### src/rtl/uart_rx_pkg.sv
// rtl/uart_rx_pkg.sv - shared types and helpers for uart_rx_fsm
//
// Contents:
//   rx_state_e       receiver frame state. The PARITY state exists only when
//                    UART_RX_FSM_PARITY_EN is defined.
//   PRESCALE_*       legal oversampling ratios (4, 8, 16, 32).
//   prescale_legal() returns 1 when a Prescale value is one of the legal ratios.
package uart_rx_pkg;

  typedef enum logic [2:0] {
    IDLE   = 3'd0,
    START  = 3'd1,
    DATA   = 3'd2,
`ifdef UART_RX_FSM_PARITY_EN
    PARITY = 3'd3,
`endif
    STOP   = 3'd4
  } rx_state_e;

  localparam int unsigned PRESCALE_4  = 4;
  localparam int unsigned PRESCALE_8  = 8;
  localparam int unsigned PRESCALE_16 = 16;
  localparam int unsigned PRESCALE_32 = 32;

  function automatic logic prescale_legal(input logic [31:0] p);
    return (p == PRESCALE_4) || (p == PRESCALE_8) ||
           (p == PRESCALE_16) || (p == PRESCALE_32);
  endfunction

endpackage

### src/rtl/uart_rx_fsm.sv
// rtl/uart_rx_fsm.sv - UART receive frame sequencer
//
// Walks a serial frame (start, DATA_BITS data, optional parity, stop) using the
// edge count from an external oversampling counter. It fires single-cycle
// strobes to the checkers and deserializer, then issues one registered
// frame-result pulse.
//
// Optional feature: define UART_RX_FSM_PARITY_EN to include the PARITY state and
// honour PAR_EN. When it is undefined, PAR_EN and par_err are ignored and
// par_chk_en stays 0.
//
// Ports:
//   CLK          rising-edge clock
//   RST          synchronous active-high reset
//   RX_IN        serial line, idle high
//   PAR_EN       parity bit present in frame (sampled at the last data bit)
//   Prescale     oversampling ratio; legal values 4/8/16/32
//   edge_cnt     edge count within the current bit, 0..Prescale-1
//   strt_glitch  start-bit checker result, valid with strt_chk_en
//   par_err      parity checker result, valid with par_chk_en
//   stp_err      stop-bit checker result, valid with stp_chk_en
//   cnt_enable   edge counter enable; low holds the counter cleared
//   dat_samp_en  sampler enable
//   deser_en     deserializer shift strobe, one per data bit
//   strt_chk_en  start check strobe
//   par_chk_en   parity check strobe
//   stp_chk_en   stop check strobe
//   data_valid   registered pulse: frame received without error
//   frame_err    registered pulse: stop/parity error or mid-frame Prescale change
//   cfg_err      registered: current Prescale is illegal
module uart_rx_fsm
  import uart_rx_pkg::*;
#(
  parameter int PRESCALE_W = 6,
  parameter int EDGE_W     = 5,
  parameter int DATA_BITS  = 8
) (
  input  logic                  CLK,
  input  logic                  RST,
  input  logic                  RX_IN,
  input  logic                  PAR_EN,
  input  logic [PRESCALE_W-1:0] Prescale,
  input  logic [EDGE_W-1:0]     edge_cnt,
  input  logic                  strt_glitch,
  input  logic                  par_err,
  input  logic                  stp_err,
  output logic                  cnt_enable,
  output logic                  dat_samp_en,
  output logic                  deser_en,
  output logic                  strt_chk_en,
  output logic                  par_chk_en,
  output logic                  stp_chk_en,
  output logic                  data_valid,
  output logic                  frame_err,
  output logic                  cfg_err
);

  localparam int IDX_W = (DATA_BITS > 1) ? $clog2(DATA_BITS) : 1;
  localparam logic [IDX_W-1:0] IDX_LAST = IDX_W'(DATA_BITS - 1);

  rx_state_e             state;
  rx_state_e             state_nxt;
  logic [IDX_W-1:0]      idx;
  logic [PRESCALE_W-1:0] pre_q;
  logic                  perr_q;
  logic                  bit_end;
  logic                  pre_legal;
  logic                  abort;

  assign pre_legal = prescale_legal(32'(Prescale));
  assign bit_end   = (edge_cnt == EDGE_W'(Prescale - PRESCALE_W'(1)));

`ifndef UART_RX_FSM_PARITY_EN
  logic unused_par;
  assign unused_par = ^{PAR_EN, par_err};
  assign perr_q     = 1'b0;
`endif

  always_ff @(posedge CLK) begin
    if (RST) begin
      state      <= IDLE;
      idx        <= '0;
      pre_q      <= '0;
`ifdef UART_RX_FSM_PARITY_EN
      perr_q     <= 1'b0;
`endif
      data_valid <= 1'b0;
      frame_err  <= 1'b0;
      cfg_err    <= 1'b0;
    end else begin
      state <= state_nxt;
      // The ratio in force for the whole frame is fixed at the start edge.
      if (state == IDLE && state_nxt == START) begin
        pre_q <= Prescale;
      end
      // Index sits at 0 outside DATA and saturates at the last bit.
      if (state != DATA) begin
        idx <= '0;
      end else if (deser_en && idx != IDX_LAST) begin
        idx <= idx + IDX_W'(1);
      end
`ifdef UART_RX_FSM_PARITY_EN
      if (state == IDLE) begin
        perr_q <= 1'b0;
      end else if (par_chk_en) begin
        perr_q <= par_err;
      end
`endif
      data_valid <= stp_chk_en && !stp_err && !perr_q;
      frame_err  <= abort || (stp_chk_en && (stp_err || perr_q));
      cfg_err    <= !pre_legal;
    end
  end

  always_comb begin
    state_nxt   = state;
    strt_chk_en = 1'b0;
    deser_en    = 1'b0;
    par_chk_en  = 1'b0;
    stp_chk_en  = 1'b0;
    abort       = 1'b0;
    cnt_enable  = (state != IDLE);
    dat_samp_en = (state != IDLE);

    case (state)
      IDLE: begin
        if (!RX_IN && pre_legal) state_nxt = START;
      end
      START: begin
        if (bit_end) begin
          strt_chk_en = 1'b1;
          state_nxt   = strt_glitch ? IDLE : DATA;
        end
      end
      DATA: begin
        if (bit_end) begin
          deser_en = 1'b1;
          if (idx == IDX_LAST) begin
`ifdef UART_RX_FSM_PARITY_EN
            state_nxt = PAR_EN ? PARITY : STOP;
`else
            state_nxt = STOP;
`endif
          end
        end
      end
`ifdef UART_RX_FSM_PARITY_EN
      PARITY: begin
        if (bit_end) begin
          par_chk_en = 1'b1;
          state_nxt  = STOP;
        end
      end
`endif
      STOP: begin
        if (bit_end) begin
          stp_chk_en = 1'b1;
          state_nxt  = IDLE;
        end
      end
      default: state_nxt = IDLE;
    endcase

    // A ratio change mid-frame makes bit timing meaningless: drop the frame
    // and report it, without letting any checker act on this cycle.
    if (state != IDLE && Prescale != pre_q) begin
      abort       = 1'b1;
      state_nxt   = IDLE;
      strt_chk_en = 1'b0;
      deser_en    = 1'b0;
      par_chk_en  = 1'b0;
      stp_chk_en  = 1'b0;
    end

    if (RST) begin
      strt_chk_en = 1'b0;
      deser_en    = 1'b0;
      par_chk_en  = 1'b0;
      stp_chk_en  = 1'b0;
    end
  end

endmodule

### config.mk
export PLATFORM = sky130hd
export DESIGN_NAME = uart_rx_fsm
export DESIGN_NICKNAME = d
export VERILOG_FILES = /design/src/rtl/uart_rx_pkg.sv /design/src/rtl/uart_rx_fsm.sv
export SDC_FILE = /design/constraint.sdc
export NUM_CORES = 1
export LEC_CHECK = 0
export BUFFER_PORTS_ARGS = -buffer_cell sky130_fd_sc_hd__buf_2
export CAP_MARGIN = 30
export CORE_UTILIZATION = 35
export CTS_BUF_LIST = sky130_fd_sc_hd__clkbuf_2 sky130_fd_sc_hd__clkbuf_4 sky130_fd_sc_hd__clkbuf_8
export DETAILED_ROUTE_END_ITERATION = 12
export PLACE_DENSITY_LB_ADDON = 0.15
export SYNTH_ARGS = -nofsm -noshare
export SYNTH_HDL_FRONTEND = slang
export SYNTH_SLANG_ARGS = --single-unit
### constraint.sdc
create_clock -name CLK -period 4.8 [get_ports CLK]
set_input_delay 0 -clock CLK [delete_from_list [all_inputs] [get_ports CLK]]
set_output_delay 0 -clock CLK [all_outputs]
set_load 0.01 [all_outputs]
* Yosys cells after proc, flatten, opt, wreduce, memory -nomap -nowiden *
Index checks and enable logic that the tools add are counted.

word-level totals
  flip-flop bits (word level) = 15
  bits in latches = 0
  RAM bits = 0
  bits in read-only memories = 0
  input port bits = 18
  output and inout port bits = 9
  word-level logic and storage cells = 56
  memories kept = 0

cells by class
  add/subtract/negate cells = 2
  multiply operators = 0
  divide/modulo/power cells = 0
  $lt $le $gt $ge = 0
  eq/ne operators = 13
  shift-type cells = 0
  muxes and demuxes = 19
  bitwise operators = 0
  reduce and logical (&&, ||, !) cells = 16

operators with widths
  operator                                             number
  2-to-1 mux 3 bit                                     6
  one-hot mux 3 bit (4 select lines)                   1
  2-to-1 mux 1 bit                                     11
  equality test 3 x 1 -> 1 bit, second input constant  2
  equality test 3 bit, second input constant           2
  equality test 6 x 3 -> 1 bit, second input constant  1
  equality test 6 x 4 -> 1 bit, second input constant  1
  equality test 6 x 5 -> 1 bit, second input constant  1
  equality test 6 bit, second input constant           1
  logical AND 1 bit                                    6
  != test 6 bit                                        1
  equality test 5 bit                                  1
  subtractor 5 x 1 -> 5 bit, second input constant     1
  logical OR 1 bit                                     4
  adder 3 x 1 -> 3 bit, second input constant          1
  equality test 3 x 2 -> 1 bit, second input constant  1
  logical NOT 1 bit                                    3
  logical NOT 3 bit                                    1
  != test 3 x 2 -> 1 bit, second input constant        1
  != test 3 bit, second input constant                 1
  nonzero test 3 bit                                   1
  2-to-1 mux 2 bit                                     1
  OR reduction 2 bit                                   1

* Longest topological paths before layout *
Gate-level depths: netlist of the first run.

  word-level depth = 10
  depth in mapped cells = 7
  mapped depth without buffers = 7

* Worst setup path before layout of the first run *
No wires, ideal clock.

  kind = register to register
  start = reg state[1]
  end = reg idx[1]
  library setup time = 0.121 ns
  arrival time = 1.673 ns
  data required time = 4.679 ns
  slack = 3.006 ns
  stages on the path, launching flop included = 7
  path buffers = 1
  clock period less this slack = 1.794 ns
  cell sequence = dfxtp_1 > or3_1 > buf_2 > nor2_1 > a21oi_1 > nor4_1 > mux2_2

on the way
  word-level cells in the longest chain between the ends = 5
  elaborated cells on any way between the ends = 9
  classes of those cells = eq/ne: 2; mux: 3; reduce/logical: 4

ends and longest elaborated chain
  what                    RTL line            source
  from (decl)             uart_rx_fsm.sv:61   rx_state_e state;
  from (signal assigned)  uart_rx_fsm.sv:91   state <= state_nxt;
  nonzero test 3 bit      --
  net cnt_enable          uart_rx_fsm.sv:47   output logic cnt_enable,
  logical AND 1 bit       uart_rx_fsm.sv:166  if (state != IDLE && Prescale != pre_q) begin
  2-to-1 mux 1 bit        uart_rx_fsm.sv:166
  2-to-1 mux 1 bit        uart_rx_fsm.sv:175  if (RST) begin
  logical AND 1 bit       uart_rx_fsm.sv:99   end else if (deser_en && idx != IDX_LAST) begin
  to (signal assigned)    uart_rx_fsm.sv:100  idx <= idx + IDX_W'(1);
  to (decl)               uart_rx_fsm.sv:63   logic [IDX_W-1:0] idx;

The timed path passes the listed nets, and every way through them passes these cells.
A chain may end at the register's enable or synchronous reset.

* Worst setup path after layout of the first run *
  start = reg state[1]
  end = out stp_chk_en

on the way
  word-level cells in the longest chain between the ends = 4
  elaborated cells on any way between the ends = 6
  classes of those cells = eq/ne: 1; mux: 3; reduce/logical: 2

ends and longest elaborated chain
  what                                                       RTL line                                source
  equality test 3 bit or nonzero test 3 bit (tied branches)  uart_rx_fsm.sv:125, uart_rx_fsm.sv:166
  2-to-1 mux 1 bit or logical AND 1 bit (tied branches)      uart_rx_fsm.sv:125, uart_rx_fsm.sv:166
  2-to-1 mux 1 bit *                                         uart_rx_fsm.sv:166
  2-to-1 mux 1 bit *                                         uart_rx_fsm.sv:175
  to (decl)                                                  uart_rx_fsm.sv:52                       output logic stp_chk_en,

Mark *: on every way between the ends. The rest lies on a longest branch, timed or not.

==> summary.txt, run 1 <==
total number of yosys warnings: 0
number of buffers created by CTS: 3
GRT overflow: 0
path type of the worst setup path: reg2out
initial detailed-routing violation count: 6
fillcell total: 262
CTS H-tree depth: 1
critical path launch point type: flip-flop
cell at the root of the clock tree: sky130_fd_sc_hd__clkbuf_4
last weighted congestion value of the routability-driven placer: 0.695
post-route worst setup slack: 2820 ps
Sinks on Clock Net: 15
register bit count reported by yosys: 15
syn_area_per_cell: 8.96 µm²
row cnt: 18
number of global-route vias before repair: 678
fraction of final layout cells sized beyond drive strength 1: 0.266
Hold Path Depth: 3
routed vias: 799
Worst slew margin: 0.600
Max clock buf depth: 2
growth of design area from synthesis to finish: 14.8%
number of instances in the synthesized netlist: 107
leakage power of the design: 0.458 nW
worst-margin pin slew: 598 ps
Gates resized, CTS repair: 0
diode insertion count for antenna repair: 0
DPL Wire Length: 1430 µm
routed wire length: 1830 µm
total placed instance area: 1060 µm²
first-pass GRT wire length: 3080 µm
path type of the worst min-delay path: in2reg
hold slack final: 19.3 ps
number of buffers added for setup after CTS: 0
Max Cap Violations: 0
type of element capturing the critical path: output port
final cell count without fillers: 158
post-detailed-route count of antenna-violating nets: 0
Die Y: 54.3 µm
Crit Path Max Fanout: 7
top_reg_cell synth: sky130_fd_sc_hd__dfxtp_1
sequential fraction of the synthesis area: 0.313
source-to-sink clock delay at the later pin of the worst-skew pair: 290 ps
Core Footprint: 2520 µm²
per-cell via count in the routed design: 5.06
Critical Path AT: 1980 ps
total DRC errors in the routed layout: 0
Hold Crit Start: strt_glitch
number of setup violations in the final report: 0
Final Hold Fails: 0
Placed Cells incl. Taps: 153
result of the run: complete, no violations
area of the mapped netlist: 958 µm²
hold buffer count at CTS: 1
number of antenna violations at the first check in global routing: 0
final std cell area, no fill: 1100 µm²
Post-Route Setup TNS: 0 ps
Worst R2R Path Depth: 5
pre-CTS setup slack: 2740 ps
detailed-route wire length per cell: 11.6 µm
source of the worst register-to-register timing path: state[1]
Max VDD drop: 138 µV
die area: 2950 µm²
Fin Clk Skew: 12.5 ps
Worst setup startpoint: state[1]
Async SR Flop Fraction: 0
die width: 54.3 µm
Final min period: 1980 ps
all-layer global routing usage: 0.150
setup repair after global routing missed its margin: false
number of nets in the layout: 151
pin count of the biggest net entering global routing: 15
Initial Utilization: 0.380
fin crit share: 0.412
clock tree from TritonCTS: built
number of distinct library cells after synthesis: 33
Worst EP required: 4800 ps
number of flops mapped to enable cells by yosys: 0
final-report max-slew violation count: 0
Power Density: 224 nW/µm²
num ports: 27
Port-buffer cells: 23
number of nets produced by synthesis: 129
highest clock frequency the design can meet: 506 MHz
detailed-routing iteration count for the pre-antenna-repair pass: 4
clock-pin transition on the worst setup and hold timing paths: 100 ps
layout make-up:
| cell class | instances | area, µm² | share of cell area |
|---|---|---|---|
| flip-flops and latches | 15 | 300 | 0.273 |
| multi-input cells | 83 | 599 | 0.545 |
| clock buffers | 4 | 30.0 | 0.0273 |
| repair buffers | 24 | 125 | 0.114 |
| well taps | 30 | 37.5 | 0.0341 |
| inverters | 2 | 7.51 | 0.00683 |
state kept, by name (all words and copies together), names as in the netlist:
signal / flops
frame_err: 1
pre_q: 6
state: 3
cfg_err: 1
idx: 3
data_valid: 1
cell families (layout without fill, tap and decap cells):
family / count (synthesis) / after routing / synth area share
AND/OR/NAND/NOR: 45 / 45 / 0.270
XOR/XNOR: 15 / 15 / 0.137
flip-flops: 15 / 15 / 0.313
AO/OA/AOI/OAI: 9 / 9 / 0.0640
multiplexers: 9 / 9 / 0.0979
buffers and inverters: 9 / 30 / 0.0614
adder cells (fa/ha/maj): 4 / 4 / 0.0522
other: 1 / 1 / 0.00391
final timing paths:
kind / to / slack [ps]
setup / recovery: stp_chk_en / 2820
hold / removal: state[1] / 20
setup reg to reg: idx[2] / 2830
hold reg to reg: idx[0] / 510
layout by cell type, fill, tap and decap left out, types with 3 or more instances in the layout:
cell / Yosys / routed
sky130_fd_sc_hd__nor3b_1: 4 / 4
sky130_fd_sc_hd__clkbuf_4: 0 / 4
sky130_fd_sc_hd__nor3_1: 5 / 5
sky130_fd_sc_hd__mux2_2: 3 / 3
sky130_fd_sc_hd__a21oi_1: 3 / 3
sky130_fd_sc_hd__nor2_1: 19 / 19
sky130_fd_sc_hd__ha_1: 4 / 4
sky130_fd_sc_hd__buf_2: 2 / 23
sky130_fd_sc_hd__dfxtp_1: 15 / 15
sky130_fd_sc_hd__mux2i_1: 6 / 6
sky130_fd_sc_hd__nand2_1: 3 / 3
sky130_fd_sc_hd__xnor2_1: 5 / 5
sky130_fd_sc_hd__xor2_1: 10 / 10
routing by layer:
layer | part of all wire | vias up | global-route usage | wire length [µm]
met1 | 0.46 | 362 | 0.184 | 847
met5 | 0 | - | 0 | 0
met2 | 0.47 | 21 | 0.242 | 860
li1 | - | 411 | - | -
met4 | 0.010 | 0 | 0.0385 | 19
met3 | 0.055 | 5 | 0.0583 | 100
power breakdown:
group / internal [mW] / switching, mW
clock: 0.0380 / 0.0413
sequential: 0.126 / 0.000861
combinational: 0.0179 / 0.0226
stage by stage:
stage	utilization	total power [mW]
finish	0.436	0.247
global route	0.436	0.262
CTS	0.436	0.250
detailed placement	0.420	0.170
global placement	0.420	0.169
floorplan	-	0.159
cells in the mapped netlist (2+ instances only):
cell                       count  share of area
sky130_fd_sc_hd__nor2_1       19          0.074
sky130_fd_sc_hd__dfxtp_1      15           0.31
sky130_fd_sc_hd__xor2_1       10          0.091
sky130_fd_sc_hd__mux2i_1       6          0.063
sky130_fd_sc_hd__nor3_1        5          0.026
sky130_fd_sc_hd__xnor2_1       5          0.046
sky130_fd_sc_hd__ha_1          4          0.052
sky130_fd_sc_hd__nor3b_1       4          0.031
sky130_fd_sc_hd__a21oi_1       3          0.016
sky130_fd_sc_hd__mux2_2        3          0.035
sky130_fd_sc_hd__nand2_1       3          0.012
sky130_fd_sc_hd__a211oi_1      2          0.016
sky130_fd_sc_hd__buf_2         2          0.010
sky130_fd_sc_hd__buf_4         2          0.016
sky130_fd_sc_hd__buf_6         2          0.023
sky130_fd_sc_hd__inv_1         2         0.0078
sky130_fd_sc_hd__nor4_1        2          0.013
sky130_fd_sc_hd__nor4b_1       2          0.018
sky130_fd_sc_hd__o21a_1        2          0.016
critical path, stage by stage, from the launching register on:
cell	delay, ps
sky130_fd_sc_hd__dfxtp_1	370
sky130_fd_sc_hd__or3_1	500
sky130_fd_sc_hd__nor2_1	130
sky130_fd_sc_hd__a21oi_1	110
sky130_fd_sc_hd__or2_2	350
sky130_fd_sc_hd__nor2_1	100
sky130_fd_sc_hd__buf_2	130
Note: power is estimated with default switching activity, not from simulation.
==> run 2, diff against run 1 <==
- ABC_AREA: default -> 1
- clock period: 4.8 -> 1.7 ns (I/O delays scaled with it)
==> run 2 against run 1 <==
  * Clock skew increased by 0.70 ps
  * Design area increased by 23%
  * Critical path depth increased by 1
  * Area after synthesis increased by 16%
  * Largest cell class unchanged
  * Largest power group unchanged
  * Highest routed layer unchanged
==> summary.txt, run 2 <==
result of the run: complete, no violations
row cnt: 20 (+2)
final std cell area, no fill: 1360 µm² (+23%)
Met1 Routed Length: 1080 µm (+28%)
DPL Wire Length: 1790 µm (+25%)
Final min period: 1500 ps
Power Density: 537 nW/µm² (+140%)
top routing layer used: met4
post-detailed-route count of antenna-violating nets: 0 (unchanged)
Commonest cells post-synth: 47 x sky130_fd_sc_hd__nand2_1, 31 x sky130_fd_sc_hd__inv_1, 18 x sky130_fd_sc_hd__nor2_1, 15 x sky130_fd_sc_hd__dfxtp_1, 11 x sky130_fd_sc_hd__a21oi_1
clock-pin transition on the worst setup and hold timing paths: 100 ps (about the same)
path type of the worst setup path: reg2out
post-layout util: 0.448 (+0.0115)
Max clock buf depth: 2 (unchanged)
hold slack final: 30.8 ps (+11.5 ps)
number of nets produced by synthesis: 197 (+53%)
Die Y: 58.2 µm (+7.2%)
setup repair after global routing missed its margin: false
number of setup violations in the final report: 0 (unchanged)
source-to-sink clock delay at the later pin of the worst-skew pair: 290 ps (about the same)
number of global-route vias before repair: 1017 (+50%)
all-layer global routing usage: 0.156 (+0.00629)
Crit Path Max Fanout: 2 (-5)
total number of yosys warnings: 0 (unchanged)
detailed-route wire length per cell: 8.86 µm (-23%)
crit-path leading delay family: simple AND/OR/NAND/NOR gates
critical path launch point type: flip-flop
routed wire length on met2: 1020 µm (+19%)
number of antenna violations at the first check in global routing: 0 (unchanged)
path type of the worst min-delay path: in2reg
pre-CTS setup slack: 153 ps (-2590 ps)
routed vias: 1102 (+38%)
first-pass GRT wire length: 4140 µm (+34%)
leakage power of the design: 0.689 nW (+50%)
num ports: 27 (unchanged)
area of the mapped netlist: 1110 µm² (+16%)
Slowest-stage cell, CP: sky130_fd_sc_hd__dfxtp_1
most area-consuming cells after synthesis: sky130_fd_sc_hd__dfxtp_1 27%, sky130_fd_sc_hd__nand2_1 16%, sky130_fd_sc_hd__inv_1 11%
fillcell total: 323 (+23%)
Sinks on Clock Net: 15 (unchanged)
source of the worst register-to-register timing path: state[1]
Initial Utilization: 0.366 (-0.0143)
sequential fraction of the synthesis area: 0.271 (-0.0421)
Port-buffer cells: 23 (unchanged)
register bit count reported by yosys: 15 (unchanged)
Hold Path Depth: 3 (unchanged)
die area: 3390 µm² (+15%)
register containing the most flip-flops in the final layout: pre_q
fin crit share: 0.881
Crit path buffers/inverters: 2 (+1)
CP cell instances: inv_1 > nand2_1 > o21ai_0 > nor2_1 > nand3_2 > nor4_1 > buf_2
final-report max-slew violation count: 0 (unchanged)
CTS H-tree depth: 1 (unchanged)
Hold Crit Start: Prescale[1]
final cell count without fillers: 250 (+58%)
path length in cells of the critical path: 7 (+1)
die width: 58.2 µm (+7.2%)
Worst R2R Path Depth: 9 (+4)
Placed Cells incl. Taps: 241 (+58%)
Max VDD drop: 455 µV (+230%)
per-cell via count in the routed design: 4.41 (-13%)
PnR Total Power: 0.728 mW (+200%)
Max Cap Violations: 0 (unchanged)
Async SR Flop Fraction: 0 (unchanged)
top cell type by total area after synthesis: sky130_fd_sc_hd__dfxtp_1
total placed instance area: 1270 µm² (+20%)
growth of design area from synthesis to finish: 22.4%
top-area cell type share of the netlist area: 0.271 (-0.0421)
cell at the root of the clock tree: sky130_fd_sc_hd__clkbuf_4
Fin Clk Skew: 13.2 ps (+0.698 ps)
GRT overflow: 0 (unchanged)
registers with the most flip-flops: pre_q: 6 flops, idx: 3 flops, state: 3 flops
routed wl met3: 101 µm (+1.0%)
total DRC errors in the routed layout: 0 (unchanged)
routed wire length: 2220 µm (+21%)
initial detailed-routing violation count: 34 (+28)
commonest cells after routing, fill and taps aside: 47 x sky130_fd_sc_hd__nand2_1, 31 x sky130_fd_sc_hd__inv_1, 23 x sky130_fd_sc_hd__buf_2, 16 x sky130_fd_sc_hd__nor2_1, 15 x sky130_fd_sc_hd__dfxtp_1
Worst setup startpoint: pre_q[2]
highest clock frequency the design can meet: 668 MHz
commonest non-fill, non-tap cell in the layout: sky130_fd_sc_hd__nand2_1
detailed-routing iteration count for the pre-antenna-repair pass: 4 (unchanged)
diode insertion count for antenna repair: 0 (unchanged)
last weighted congestion value of the routability-driven placer: 0.854 (+23%)
Critical Path AT: 1500 ps (-480 ps)
number of distinct library cells after synthesis: 27 (-18%)
post-route worst setup slack: 203 ps (-2620 ps)
pin count of the biggest net entering global routing: 10 (-5)
flip-flop count of the largest register after layout: 6 (unchanged)
number of instances in the synthesized netlist: 175 (+64%)
clock tree from TritonCTS: built
worst stage delay on the critical path: 350 ps (-150 ps)
top_reg_cell synth: sky130_fd_sc_hd__dfxtp_1
Final Hold Fails: 0 (unchanged)
number of flops mapped to enable cells by yosys: 0 (unchanged)
Post-Route Setup TNS: 0 ps (unchanged)
Core Footprint: 3030 µm² (+20%)
most numerous cell in the Yosys netlist: sky130_fd_sc_hd__nand2_1
syn_area_per_cell: 6.33 µm² (-29%)
type of element capturing the critical path: output port
number of buffers created by CTS: 3 (unchanged)
number of nets in the layout: 229 (+52%)
fraction of final layout cells sized beyond drive strength 1: 0.267 (+0.00137)
Worst EP required: 1700 ps (-3100 ps)
-- run 2: cell types whose count changed in the layout (fill, tap and decap cells not counted), moves of 5 or more --
cell | before | now
sky130_fd_sc_hd__a21oi_1 | 3 | 11
sky130_fd_sc_hd__buf_4 | 0 | 5
sky130_fd_sc_hd__inv_1 | 2 | 31
sky130_fd_sc_hd__inv_2 | 0 | 6
sky130_fd_sc_hd__mux2i_1 | 6 | 0
sky130_fd_sc_hd__nand2_1 | 3 | 47
sky130_fd_sc_hd__nand3_1 | 1 | 6
sky130_fd_sc_hd__o21ai_1 | 0 | 7
sky130_fd_sc_hd__xnor2_1 | 5 | 0
sky130_fd_sc_hd__xor2_1 | 10 | 0
-- run 2: path summary, 6_finish.rpt --
kind	to	slack, ps
max	strt_chk_en	200
min	pre_q[1]	30
min reg2reg	pre_q[1]	470
max reg2reg	pre_q[1]	210
-- run 2: cells by family after synthesis --
group                    share of synthesized area
AO/OA/AOI/OAI                                0.125
adder cells (fa/ha/maj)                     0.0452
buffers and inverters                        0.150
flip-flops                                   0.271
other                                      0.00339
AND/OR/NAND/NOR                              0.405
-- run 2: repair_timing --
item | CTS | global route
endpoints found under the hold margin | 4 | 0
setup buffers | 0 | 2
hold buffers | 3 | 0
endpoints found under the setup margin | 0 | 4
gates resized for setup | 0 | 4
-- run 2: tightest hold or removal path, stage by stage --
cell,delay [ps]
sky130_fd_sc_hd__buf_2,100
sky130_fd_sc_hd__o21ai_0,80
sky130_fd_sc_hd__a21oi_1,100
-- run 2: power breakdown --
group          internal [mW]  total (mW)  switching [mW]
sequential             0.359       0.362         0.00297
combinational         0.0638       0.161          0.0968
clock                 0.0874       0.206           0.118
-- run 2: per-layer routing --
layer / GRT usage / vias to the layer above
met4: 0.0374 / 0
met1: 0.206 / 473
met2: 0.250 / 25
met3: 0.0469 / 2
li1: - / 602
met5: 0 / -
-- run 2: layout make-up --
type | count | area (µm²) | area share
multi-input combinational | 119 | 651 | 0.480
inverter | 37 | 139 | 0.102
clock buffer | 3 | 22.5 | 0.0166
timing repair buffer | 31 | 183 | 0.135
clock inverter | 1 | 5.00 | 0.00369
sequential | 15 | 300 | 0.222
tap | 44 | 55.1 | 0.0406
==> run 3, diff against run 2 <==
- BUFFER_PORTS_ARGS: -buffer_cell sky130_fd_sc_hd__buf_2 -> default
- DONT_BUFFER_PORTS: default -> 1
==> run 3 against run 2 <==
  * Count of clock-buffer cells in the layout unchanged
  * Die area unchanged
  * Routed wire length about the same
  * Maximum frequency decreased by 3.6%
  * Sequential share of layout area increased by 1.1 points
  * Largest power group unchanged
  * Sequential power about the same
  * Register-to-register slack about the same
==> summary.txt, run 3 (synthesized netlist as in run 2, its figures left out) <==
result of the run: complete, no violations
path type of the worst min-delay path: in2reg
die width: 58.2 µm (unchanged)
first-pass GRT wire length: 3880 µm (-6.4%)
commonest non-fill, non-tap cell in the layout: sky130_fd_sc_hd__nand2_1
Port-buffer cells: 0 (-100%)
Fin Clk Skew: 11.8 ps (-1.43 ps)
switching power total: 0.200 mW (-8.2%)
Max clock buf depth: 2 (unchanged)
per-cell via count in the routed design: 4.51 (+2.2%)
critical path launch point type: flip-flop
registers with the most flip-flops: pre_q: 6 flops, idx: 3 flops, state: 3 flops
number of antenna violations at the first check in global routing: 0 (unchanged)
number of buffers added for setup after CTS: 0 (unchanged)
post-detailed-route count of antenna-violating nets: 0 (unchanged)
type of element capturing the critical path: output port
number of global-route vias before repair: 942 (-7.4%)
Initial Utilization: 0.366 (unchanged)
pin count of the biggest net entering global routing: 14 (+4)
fin crit share: 0.914 (+0.0333)
Final min period: 1550 ps (+56.6 ps)
final cell count without fillers: 231 (-7.6%)
detailed-routing iteration count for the pre-antenna-repair pass: 4 (unchanged)
power share of the clock group: 0.288 (+0.006)
clock-pin transition on the worst setup and hold timing paths: 100 ps (about the same)
growth of design area from synthesis to finish: 16.7%
Critical Path AT: 1550 ps (+50 ps)
source-to-sink clock delay at the later pin of the worst-skew pair: 290 ps (about the same)
DPL Wire Length: 1690 µm (-6.0%)
area taken by multi-input logic gates: 656 µm² (+0.77%)
Power Density: 545 nW/µm² (+1.4%)
sequential share of power: 0.516 (+0.019)
setup repair after global routing missed its margin: false
total DRC errors in the routed layout: 0 (unchanged)
Final Hold Fails: 0 (unchanged)
post-layout util: 0.427 (-0.0207)
Sinks on Clock Net: 15 (unchanged)
final-report max-slew violation count: 0 (unchanged)
PnR Total Power: 0.704 mW (-3.3%)
number of buffers created by CTS: 3 (unchanged)
all-layer global routing usage: 0.147 (-0.00866)
die area: 3390 µm² (unchanged)
CTS H-tree depth: 1 (unchanged)
Die Y: 58.2 µm (unchanged)
Post-Route Setup TNS: 0 ps (unchanged)
hold slack final: 33.8 ps (+2.96 ps)
Register Area: 300 µm² (unchanged)
routed wire length: 2220 µm (about the same)
path type of the worst setup path: reg2out
Max Cap Violations: 0 (unchanged)
leakage power of the design: 0.604 nW (-12%)
fraction of final layout cells sized beyond drive strength 1: 0.150 (-0.117)
Crit Path Max Fanout: 2 (unchanged)
fillcell total: 312 (-3.4%)
Core Footprint: 3030 µm² (unchanged)
fraction of power spent switching nets: 0.284 (-0.0151)
cell at the root of the clock tree: sky130_fd_sc_hd__clkbuf_4
commonest cells after routing, fill and taps aside: 47 x sky130_fd_sc_hd__nand2_1, 31 x sky130_fd_sc_hd__inv_1, 17 x sky130_fd_sc_hd__nor2_1, 15 x sky130_fd_sc_hd__dfxtp_1, 11 x sky130_fd_sc_hd__a21oi_1
flip-flop count of the largest register after layout: 6 (unchanged)
GRT overflow: 0 (unchanged)
register containing the most flip-flops in the final layout: pre_q
clock tree from TritonCTS: built
last weighted congestion value of the routability-driven placer: 0.833 (-2.4%)
diode insertion count for antenna repair: 0 (unchanged)
number of nets in the layout: 210 (-8.3%)
Worst EP required: 1700 ps (about the same)
Placed Cells incl. Taps: 217 (-10%)
Max VDD drop: 418 µV (-8.1%)
routed vias: 1041 (-5.5%)
row cnt: 20 (unchanged)
combinational group share of total power: 0.196 (-0.025)
num ports: 27 (unchanged)
highest clock frequency the design can meet: 644 MHz (-3.6%)
total internal power: 0.504 mW (-1.2%)
initial detailed-routing violation count: 34 (unchanged)
number of setup violations in the final report: 0 (unchanged)
detailed-route wire length per cell: 9.59 µm (+8.3%)
==> run 3: layer usage <==
metal	global-route usage	part of all wire
met1	0.189	0.49
met2	0.246	0.45
met3	0.0424	0.049
met4	0.0306	0.0045
met5	0	0
==> run 3: area by class of cell <==
type                       count  area share
clock buffer                   3      0.0174
clock inverter                 1     0.00387
inverter                      37       0.107
multi-input combinational    119       0.507
sequential                    15       0.232
tap                           44      0.0426
timing repair buffer          12      0.0891
==> run 3: through the flow <==
stage	instance area (µm²)	setup WS, ps
detailed placement	1150	90.4
CTS	1280	56.7
global route	1290	23.4
global placement	1150	136
floorplan	1110	367
finish	1290	146
==> run 3: worst paths after layout <==
kind         slack, ps           to      from  cells past startpoint
max                150  strt_chk_en  pre_q[2]                      7
min                 30     state[0]     RX_IN                      3
max reg2reg        210       idx[1]  state[2]                      8
min reg2reg        470     pre_q[4]  pre_q[4]                      2
==> run 3: what timing repair did <==
| action | CTS | global route |
|---|---|---|
| endpoints found under the setup margin | 0 | 7 |
| gates resized for setup | 0 | 3 |
| hold buffers | 10 | 0 |
| hold endpoints to repair | 13 | 0 |
==> run 3: power by group through the flow <==
stage / Clock (mW) / Sequential, mW / Combinational, mW
after detailed placement: 0 / 0.372 / 0.114
after CTS: 0.218 / 0.364 / 0.136
after floorplan: 0 / 0.371 / 0.104
final: 0.202 / 0.363 / 0.138
after global routing: 0.236 / 0.364 / 0.159
after global placement: 0 / 0.371 / 0.113
==> run 3: critical path: stages, from the launching register on <==
cell and delay (ps):
sky130_fd_sc_hd__dfxtp_1 340, sky130_fd_sc_hd__inv_1 50, sky130_fd_sc_hd__nand2_1 50, sky130_fd_sc_hd__o21ai_0 80, sky130_fd_sc_hd__nor2_1 100, sky130_fd_sc_hd__nand3_1 170, sky130_fd_sc_hd__nor4_1 300, sky130_fd_sc_hd__buf_4 170
